==> config.mk <==
export PLATFORM = sky130hd
export DESIGN_NAME = pipeline_memory
export DESIGN_NICKNAME = d
export VERILOG_FILES = /design/src/rtl/pipeline_memory.sv
export SDC_FILE = /design/constraint.sdc
export NUM_CORES = 1
export LEC_CHECK = 0
export ABC_AREA = 1
export CELL_PAD_IN_SITES_DETAIL_PLACEMENT = 0
export CELL_PAD_IN_SITES_GLOBAL_PLACEMENT = 1
export CORE_ASPECT_RATIO = 1.25
export CORE_UTILIZATION = 31
export DETAILED_ROUTE_END_ITERATION = 16
export PLACE_DENSITY_LB_ADDON = 0.12
export SLEW_MARGIN = 20
export SYNTH_ARGS = -nofsm -noshare
export SYNTH_HDL_FRONTEND = slang
export SYNTH_SLANG_ARGS = --single-unit
==> constraint.sdc <==
create_clock -name clk -period 2.7 [get_ports clk]
set_input_delay 0.27 -clock clk [delete_from_list [all_inputs] [get_ports clk]]
set_output_delay 0.27 -clock clk [all_outputs]
set_load 0.01 [all_outputs]
==> src/rtl/pipeline_memory.sv <==
// Memory stage: registers retiring execute results and runs LDR/STR over the dmem handshake.
// Optional watchdog enabled by defining PIPELINE_MEMORY_TIMEOUT_EN.
module pipeline_memory #(
    parameter int unsigned TIMEOUT_CYCLES = 255
) (
    input  logic        clk,
    input  logic        reset,
    input  logic        execute_done,
    input  logic        execute_is_dependent,
    input  logic [15:0] execute_result,
    input  logic [15:0] execute_instr,
    input  logic [15:0] store_data,
    output logic [2:0]  store_reg_num,
    output logic        memory_busy,
    output logic        memory_done,
    output logic        memory_is_dependent,
    output logic [15:0] memory_result,
    output logic [15:0] memory_instr,
    output logic        dmem_req,
    output logic        dmem_we,
    output logic [15:0] dmem_addr,
    output logic [15:0] dmem_wdata,
    input  logic        dmem_ready,
    input  logic        dmem_rvalid,
    input  logic [15:0] dmem_rdata,
    output logic        memory_fault
);

    localparam logic [3:0] OP_LDR = 4'b1000;
    localparam logic [3:0] OP_STR = 4'b1001;

    typedef enum logic [1:0] {
        IDLE       = 2'd0,
        REQ        = 2'd1,
        WAIT_RDATA = 2'd2
    } state_t;

    state_t      state_q, state_d;
    logic        done_q, done_d;
    logic        dep_q, dep_d;
    logic [15:0] result_q, result_d;
    logic [15:0] instr_q, instr_d;
    logic        we_q, we_d;
    logic [15:0] addr_q, addr_d;
    logic [15:0] wdata_q, wdata_d;
    logic        fault_q, fault_d;
    logic        is_ldr_s;
    logic        is_str_s;
    logic        timeout_s;

    assign is_ldr_s = (execute_instr[15:12] == OP_LDR);
    assign is_str_s = (execute_instr[15:12] == OP_STR);

`ifdef PIPELINE_MEMORY_TIMEOUT_EN
    localparam logic [7:0] TMO_LAST = 8'(TIMEOUT_CYCLES - 32'd1);
    logic [7:0] cnt_q, cnt_d;

    // Expiry fires on the edge where the count would reach TIMEOUT_CYCLES.
    assign timeout_s = (state_q != IDLE) && (cnt_q == TMO_LAST);

    // Watchdog count: cleared on entry to a waiting state, advanced while staying there.
    always_comb begin
        cnt_d = 8'd0;
        if (state_d != IDLE && state_d == state_q) begin
            cnt_d = cnt_q + 8'd1;
        end else begin
            cnt_d = 8'd0;
        end
    end

    // Watchdog counter register.
    always_ff @(posedge clk or negedge reset) begin
        if (!reset) begin
            cnt_q <= 8'd0;
        end else begin
            cnt_q <= cnt_d;
        end
    end
`else
    assign timeout_s = 1'b0;
`endif

    // Next-state and next-output logic for the memory-stage FSM.
    always_comb begin
        state_d  = state_q;
        done_d   = done_q;
        dep_d    = dep_q;
        result_d = result_q;
        instr_d  = instr_q;
        we_d     = we_q;
        addr_d   = addr_q;
        wdata_d  = wdata_q;
        fault_d  = fault_q;
        case (state_q)
            IDLE: begin
                instr_d = execute_instr;
                if (is_ldr_s || is_str_s) begin
                    done_d   = 1'b0;
                    dep_d    = is_ldr_s;
                    result_d = 16'h0000;
                    addr_d   = execute_result;
                    we_d     = is_str_s;
                    state_d  = REQ;
                    if (is_str_s) begin
                        wdata_d = store_data;
                    end else begin
                        wdata_d = wdata_q;
                    end
                end else begin
                    result_d = execute_result;
                    done_d   = execute_done;
                    dep_d    = execute_is_dependent;
                    state_d  = IDLE;
                end
            end
            REQ: begin
                // Stores finish on acceptance; loads still wait for read data.
                if (dmem_ready) begin
                    if (we_q) begin
                        done_d  = 1'b1;
                        state_d = IDLE;
                    end else begin
                        state_d = WAIT_RDATA;
                    end
                end else if (timeout_s) begin
                    result_d = 16'hDEAD;
                    done_d   = 1'b1;
                    fault_d  = 1'b1;
                    state_d  = IDLE;
                end else begin
                    state_d = REQ;
                end
            end
            WAIT_RDATA: begin
                if (dmem_rvalid) begin
                    result_d = dmem_rdata;
                    done_d   = 1'b1;
                    state_d  = IDLE;
                end else if (timeout_s) begin
                    result_d = 16'hDEAD;
                    done_d   = 1'b1;
                    fault_d  = 1'b1;
                    state_d  = IDLE;
                end else begin
                    state_d = WAIT_RDATA;
                end
            end
            default: begin
                state_d = IDLE;
            end
        endcase
    end

    // State and output registers.
    always_ff @(posedge clk or negedge reset) begin
        if (!reset) begin
            state_q  <= IDLE;
            done_q   <= 1'b0;
            dep_q    <= 1'b0;
            result_q <= 16'h0000;
            instr_q  <= 16'h0000;
            we_q     <= 1'b0;
            addr_q   <= 16'h0000;
            wdata_q  <= 16'h0000;
            fault_q  <= 1'b0;
        end else begin
            state_q  <= state_d;
            done_q   <= done_d;
            dep_q    <= dep_d;
            result_q <= result_d;
            instr_q  <= instr_d;
            we_q     <= we_d;
            addr_q   <= addr_d;
            wdata_q  <= wdata_d;
            fault_q  <= fault_d;
        end
    end

    // Request is decoded from state alone so dmem_ready never loops back into it.
    assign store_reg_num       = execute_instr[2:0];
    assign memory_busy         = (state_q != IDLE);
    assign dmem_req            = (state_q == REQ);
    assign memory_done         = done_q;
    assign memory_is_dependent = dep_q;
    assign memory_result       = result_q;
    assign memory_instr        = instr_q;
    assign dmem_we             = we_q;
    assign dmem_addr           = addr_q;
    assign dmem_wdata          = wdata_q;
    assign memory_fault        = fault_q;

endmodule

==> impl_metrics.json, run 1 <==
{
  "place.port_buffers": 141,
  "fin_crit_sh_pct": 81.4,
  "totalPowerFinal_mw": 4.25,
  "crit_chain": "inv_1, ha_1, inv_2, clkdlybuf4s50_1",
  "grt-ovfl-total": 0,
  "antenna_left": 0,
  "cp.required_ns": 2.43,
  "async_reset_ff_share_pct": 100,
  "via_per_inst": 4.30,
  "detailed_place_hpwl_um": 6130,
  "cts.sinks": 69,
  "clock_path_buffers": 2,
  "vias": 2805,
  "drc": 0,
  "die_area_sq_um": 10400,
  "grt_pass1_vias": 2735,
  "wl_per_cell_um": 12.8,
  "hold_path.class": "input pin to asynchronous set/reset pin",
  "clk_latency_ns": 0.33,
  "synth_area_leader_cell": "dfrtp_1",
  "rsz0062_at_grt": "false",
  "period_needed_ns": 2.20,
  "fin_setup_tns_ns": 0,
  "dr.first_iter.drc_count": 132,
  "cap_violations": 0,
  "ys.flop_type": "dfrtp_1",
  "routed_wl_um": 8370,
  "antenna_cells": 0,
  "crit_arrival_ns": 1.93,
  "drtPass1Iterations": 4,
  "fmax_ghz": 0.455,
  "synth-edff-count": 0,
  "syn_nets": 461,
  "slew_viol_final": 0,
  "gp_congestion": 0.742,
  "worstSetupPathType": "flip-flop to primary output",
  "cts_setup_buffers": 0,
  "antenna_found_initial": 0,
  "finalSetupViolCount": 0,
  "worst_setup_path_start_kind": "flip-flop",
  "status": "complete, no violations",
  "die_w_um": 91.4,
  "hold_buffers": 0,
  "postSynthAreaPerCell_sq_um": 8.01,
  "finalClockSkew_ns": 0.00568,
  "synth_area_leaders": "dfrtp_1 (56%), nand2_1 (25%), nand3_1 (3.1%)",
  "syn_to_final_growth_pct": 59.5,
  "synth-warning-count": 0,
  "ys_types": 21,
  "crit_path_top_delay_cell": "clkdlybuf4s50_1",
  "synth.most_common_cell": "nand2_1",
  "initial_utilization_pct": 32.1,
  "grt_usage_pct": 16.7,
  "drive_above_1_share_pct": 4.94,
  "worst_pin_slew_ns": 0.871,
  "hold_viol_final": 0,
  "slew_headroom_pct": 41.9,
  "powerDensity_nw_per_um2": 860,
  "cts_made_buffers": 9,
  "end_kind": "primary output",
  "critPathBufInv": 3,
  "vdd_drop_max_v": 0.000391,
  "nNetsFinal": 595,
  "core-area_sq_um": 9660,
  "cp_top_family": "buffers and inverters",
  "synth-seq-cells": 69,
  "netlist_instances": 387,
  "synth_area_sq_um": 3100,
  "io-pin-count": 143,
  "synth_top_area_share_pct": 55.7,
  "crit_path_max_incr_delay_ns": 0.60,
  "yosys-top-cells-count": "nand2_1 (204), dfrtp_1 (69), inv_1 (24), nand3_1 (19), nor2_1 (17)",
  "ys_seq_area_share_pct": 55.7,
  "critPathMaxFanout": 18,
  "htree_levels": 3,
  "grt_max_degree": 70,
  "grt_pass1_wl_um": 13400,
  "num_rows": 40,
  "n_fill_cell": 953,
  "clk_pin_slew_worst_paths_ns": 0.06,
  "die-height_um": 114,
  "cts_tree": "built",
  "root_buffer": "clkbuf_16",
  "leakagePower_nw": 2.48,
  "cts_resized": 0
}
## layer usage
metal | track usage (%) | up-vias | routed length [um]
li1 | - | 1438 | -
met1 | 21.7 | 1270 | 3730
met2 | 25.9 | 92 | 3960
met3 | 5.67 | 5 | 608
met4 | 5.82 | 0 | 70
met5 | 0 | - | 0
## area by class of cell
class	instances	area, sq um	share of cell area (%)
well taps	126	158	3.19
multi-input cells	270	1140	23.1
inverters	28	105	2.13
clock inverters	6	159	3.22
repair buffers	143	1420	28.8
clock buffers	10	229	4.63
flip-flops and latches	69	1730	34.9
## path summary, 6_finish.rpt
path | start | endpoint | slack [ns] | cells past startpoint
max in group asynchronous | reset | memory_result[9] | 2.07 | 1
setup reg to reg | state_q[0] | memory_result[8] | 0.68 | 8
setup / recovery | state_q[0] | memory_busy | 0.50 | 4
hold reg to reg | memory_instr[9] | memory_instr[9] | 0.47 | 2
min in group clk | memory_instr[9] | memory_instr[9] | 0.47 | 2
hold / removal | reset | memory_instr[7] | 0.06 | 1
## where the power goes
part,switching (mW),internal (mW)
clock network,0.434,1.09
logic,0.580,0.687
registers,0.154,1.30
total,1.17,3.08
## sequential cells by signal, indices dropped and copies added, names as in the netlist
| register | flops |
|---|---|
| dmem_addr | 16 |
| dmem_wdata | 16 |
| dmem_we | 1 |
| memory_done | 1 |
| memory_instr | 16 |
| memory_is_dependent | 1 |
| memory_result | 16 |
| state_q | 2 |
## per-stage QoR
step	setup WS [ns]	hold WS (ns)	cells	util [%]	cell area [sq um]
floorplan	1.27	-0.0256	387	-	3100
global placement	0.676	0.453	636	47.1	4550
detailed placement	0.636	0.451	636	47.1	4550
CTS	0.470	0.0968	652	51.2	4940
global route	0.399	0.144	652	51.2	4940
finish	0.502	0.0632	652	51.2	4940
## cell families (layout without fill, tap and decap cells)
kind of cell	Yosys count	after routing	synth area share (%)
adder cells (fa/ha/maj)	4	4	1.62
AO/OA/AOI/OAI	20	20	3.59
other	1	1	0.121
flip-flops	69	69	55.7
buffers and inverters	48	187	7.47
AND/OR/NAND/NOR	245	245	31.5
## placed cells by master, fill, tap and decap left out, types with 4 or more instances in the layout
| cell | netlist | layout |
|---|---|---|
| bufinv_16 | 0 | 5 |
| nand3_1 | 19 | 19 |
| inv_1 | 24 | 24 |
| nor2_1 | 17 | 17 |
| nand2_1 | 204 | 204 |
| clkbuf_16 | 0 | 9 |
| clkdlybuf4s50_1 | 0 | 140 |
| o21ai_0 | 16 | 16 |
| ha_1 | 4 | 4 |
| dfrtp_1 | 69 | 69 |
Note: power is estimated with default switching activity, not from simulation.
==> run 2, diff against run 1 <==
Settings changed: CORE_UTILIZATION 31 to 29.
Clock period 2.7 ns to 2.3 ns, I/O delays scaled along.
==> run 2 against run 1 <==
Global-route usage fell by 0.075 points. Clock power barely moved. First-iteration DRC count fell by 29%. Die area rose by 6.8%. Combinational power rose by 18%. Via count fell by 0.25%. Routed wire length rose by 3.1%. Critical path depth did not move. Flip-flop and latch count did not move. Clock skew fell by 0.0016 ns. Non-clock buffer count rose by 2. Highest routed layer unchanged.
==> impl_metrics.json, run 2 (synthesis results as in run 1) <==
{
  "status": "complete, no violations",
  "worstSetupPathType": "flip-flop to primary output",
  "grt_pass1_wl_um": 14300,
  "cp.required_ns": 2.07,
  "io-pin-count": 143,
  "via_per_inst": 4.26,
  "vdd_drop_max_v": 0.000409,
  "worst_pin_slew_ns": 0.876,
  "rsz0062_at_grt": "false",
  "fin_setup_tns_ns": 0,
  "worst_setup_path_start_kind": "flip-flop",
  "place.port_buffers": 141,
  "cts_setup_buffers": 0,
  "slew_headroom_pct": 41.6,
  "grt_max_degree": 70,
  "detailed_place_hpwl_um": 6230,
  "die-height_um": 118,
  "startpoint": "state_q[0]",
  "crit_path_top_delay_cell": "clkdlybuf4s50_1",
  "htree_levels": 3,
  "crit_chain": "inv_1, ha_1, inv_2, clkdlybuf4s50_1",
  "grt_usage_pct": 16.6,
  "vias": 2798,
  "grt_pass1_vias": 2798,
  "num_rows": 41,
  "r2r_start": "state_q[0]",
  "routed.top_layer": "met4",
  "wl_met3_um": 653,
  "cts_tree": "built",
  "placed_cell_area_sq_um": 4570,
  "syn_to_final_growth_pct": 58.1,
  "gp_congestion": 0.743,
  "crit_arrival_ns": 1.91,
  "clock_path_buffers": 2,
  "critPathMaxFanout": 18,
  "crit_path_max_incr_delay_ns": 0.60,
  "wl_per_cell_um": 13.1,
  "cap_violations": 0,
  "totalPowerFinal_mw": 4.72,
  "pre_cts_slack_ns": 0.400,
  "cts_resized": 0,
  "cp_top_family": "buffers and inverters",
  "grt-ovfl-total": 0,
  "antenna_cells": 0,
  "die_area_sq_um": 11100,
  "clk_pin_slew_worst_paths_ns": 0.05,
  "ff2ff_setup_slack_ns": 0.38,
  "root_buffer": "clkbuf_16",
  "drc": 0,
  "hold_buffers": 0,
  "finalWorstSetupSlack_ns": 0.159,
  "final_cell_mix": "nand2_1 (204), clkdlybuf4s50_1 (140), dfrtp_1 (69), inv_1 (24), nand3_1 (19)",
  "r2r_cells": 7,
  "final_common_cell": "nand2_1",
  "slew_viol_final": 0,
  "core-area_sq_um": 10300,
  "period_needed_ns": 2.14,
  "fmax_ghz": 0.467,
  "powerDensity_nw_per_um2": 964,
  "r2r_end": "dmem_wdata[1]",
  "drtPass1Iterations": 4,
  "cts_made_buffers": 9,
  "antenna_found_initial": 0,
  "dr.first_iter.drc_count": 94,
  "nNetsFinal": 597,
  "cp_num_cells": 4,
  "end_kind": "primary output",
  "fin_crit_sh_pct": 93.1,
  "antenna_left": 0,
  "hold_viol_final": 0,
  "initial_utilization_pct": 30.2,
  "drive_above_1_share_pct": 5.30,
  "routed_wl_um": 8630,
  "final_cell_area_sq_um": 4900,
  "cts.sinks": 69,
  "finalSetupViolCount": 0,
  "clk_latency_ns": 0.33,
  "n_fill_cell": 1017,
  "die_w_um": 94.4,
  "finalClockSkew_ns": 0.00408,
  "leakagePower_nw": 2.46,
  "critPathBufInv": 3,
  "wl_met2_um": 3910,
  "hold_path.class": "input pin to asynchronous set/reset pin",
  "wl_met1_um": 3900
}
-- run 2: cell types whose count changed in the layout (fill, tap and decap cells not counted), sizes merged --
cell / change
bufinv: -3
clkinv: +1
clkbuf: +2
buf: +2
-- run 2: worst max-delay path by stage --
stage                              to  slack [ns]
floorplan           memory_result[10]        0.87
global placement              dmem_we        0.47
detailed placement     dmem_wdata[15]        0.40
CTS                       memory_busy        0.14
global route              memory_busy        0.05
finish                    memory_busy        0.16
-- run 2: final cells by class --
class,instances,area [sq um],share of cell area (%)
Clock buffer,12,256,5.24
Sequential cell,69,1730,35.2
Inverter,28,105,2.15
Timing Repair Buffer,145,1440,29.4
Clock inverter,4,70.1,1.43
Multi-Input combinational cell,270,1140,23.3
Tap cell,129,161,3.30
-- run 2: per-stage QoR --
step / util, % / hold WS [ns] / std cells
after detailed placement: 44.6 / 0.417 / 641
after global routing: 47.7 / 0.106 / 657
after global placement: 44.6 / 0.420 / 641
after CTS: 47.7 / 0.0698 / 657
final: 47.7 / 0.0164 / 657
after floorplan: - / -0.0656 / 387
-- run 2: power breakdown --
group	total [mW]	internal, mW	switching [mW]	leakage (nW)
registers	1.71	1.53	0.177	0.851
clock network	1.52	1.00	0.511	0.163
logic	1.50	0.813	0.688	1.45
total	4.72	3.35	1.38	2.46
-- run 2: layer usage --
layer	GRT usage, %	vias up
met5	0	-
met4	7.50	0
met3	4.26	9
met2	25.1	96
met1	22.0	1255
li1	-	1438
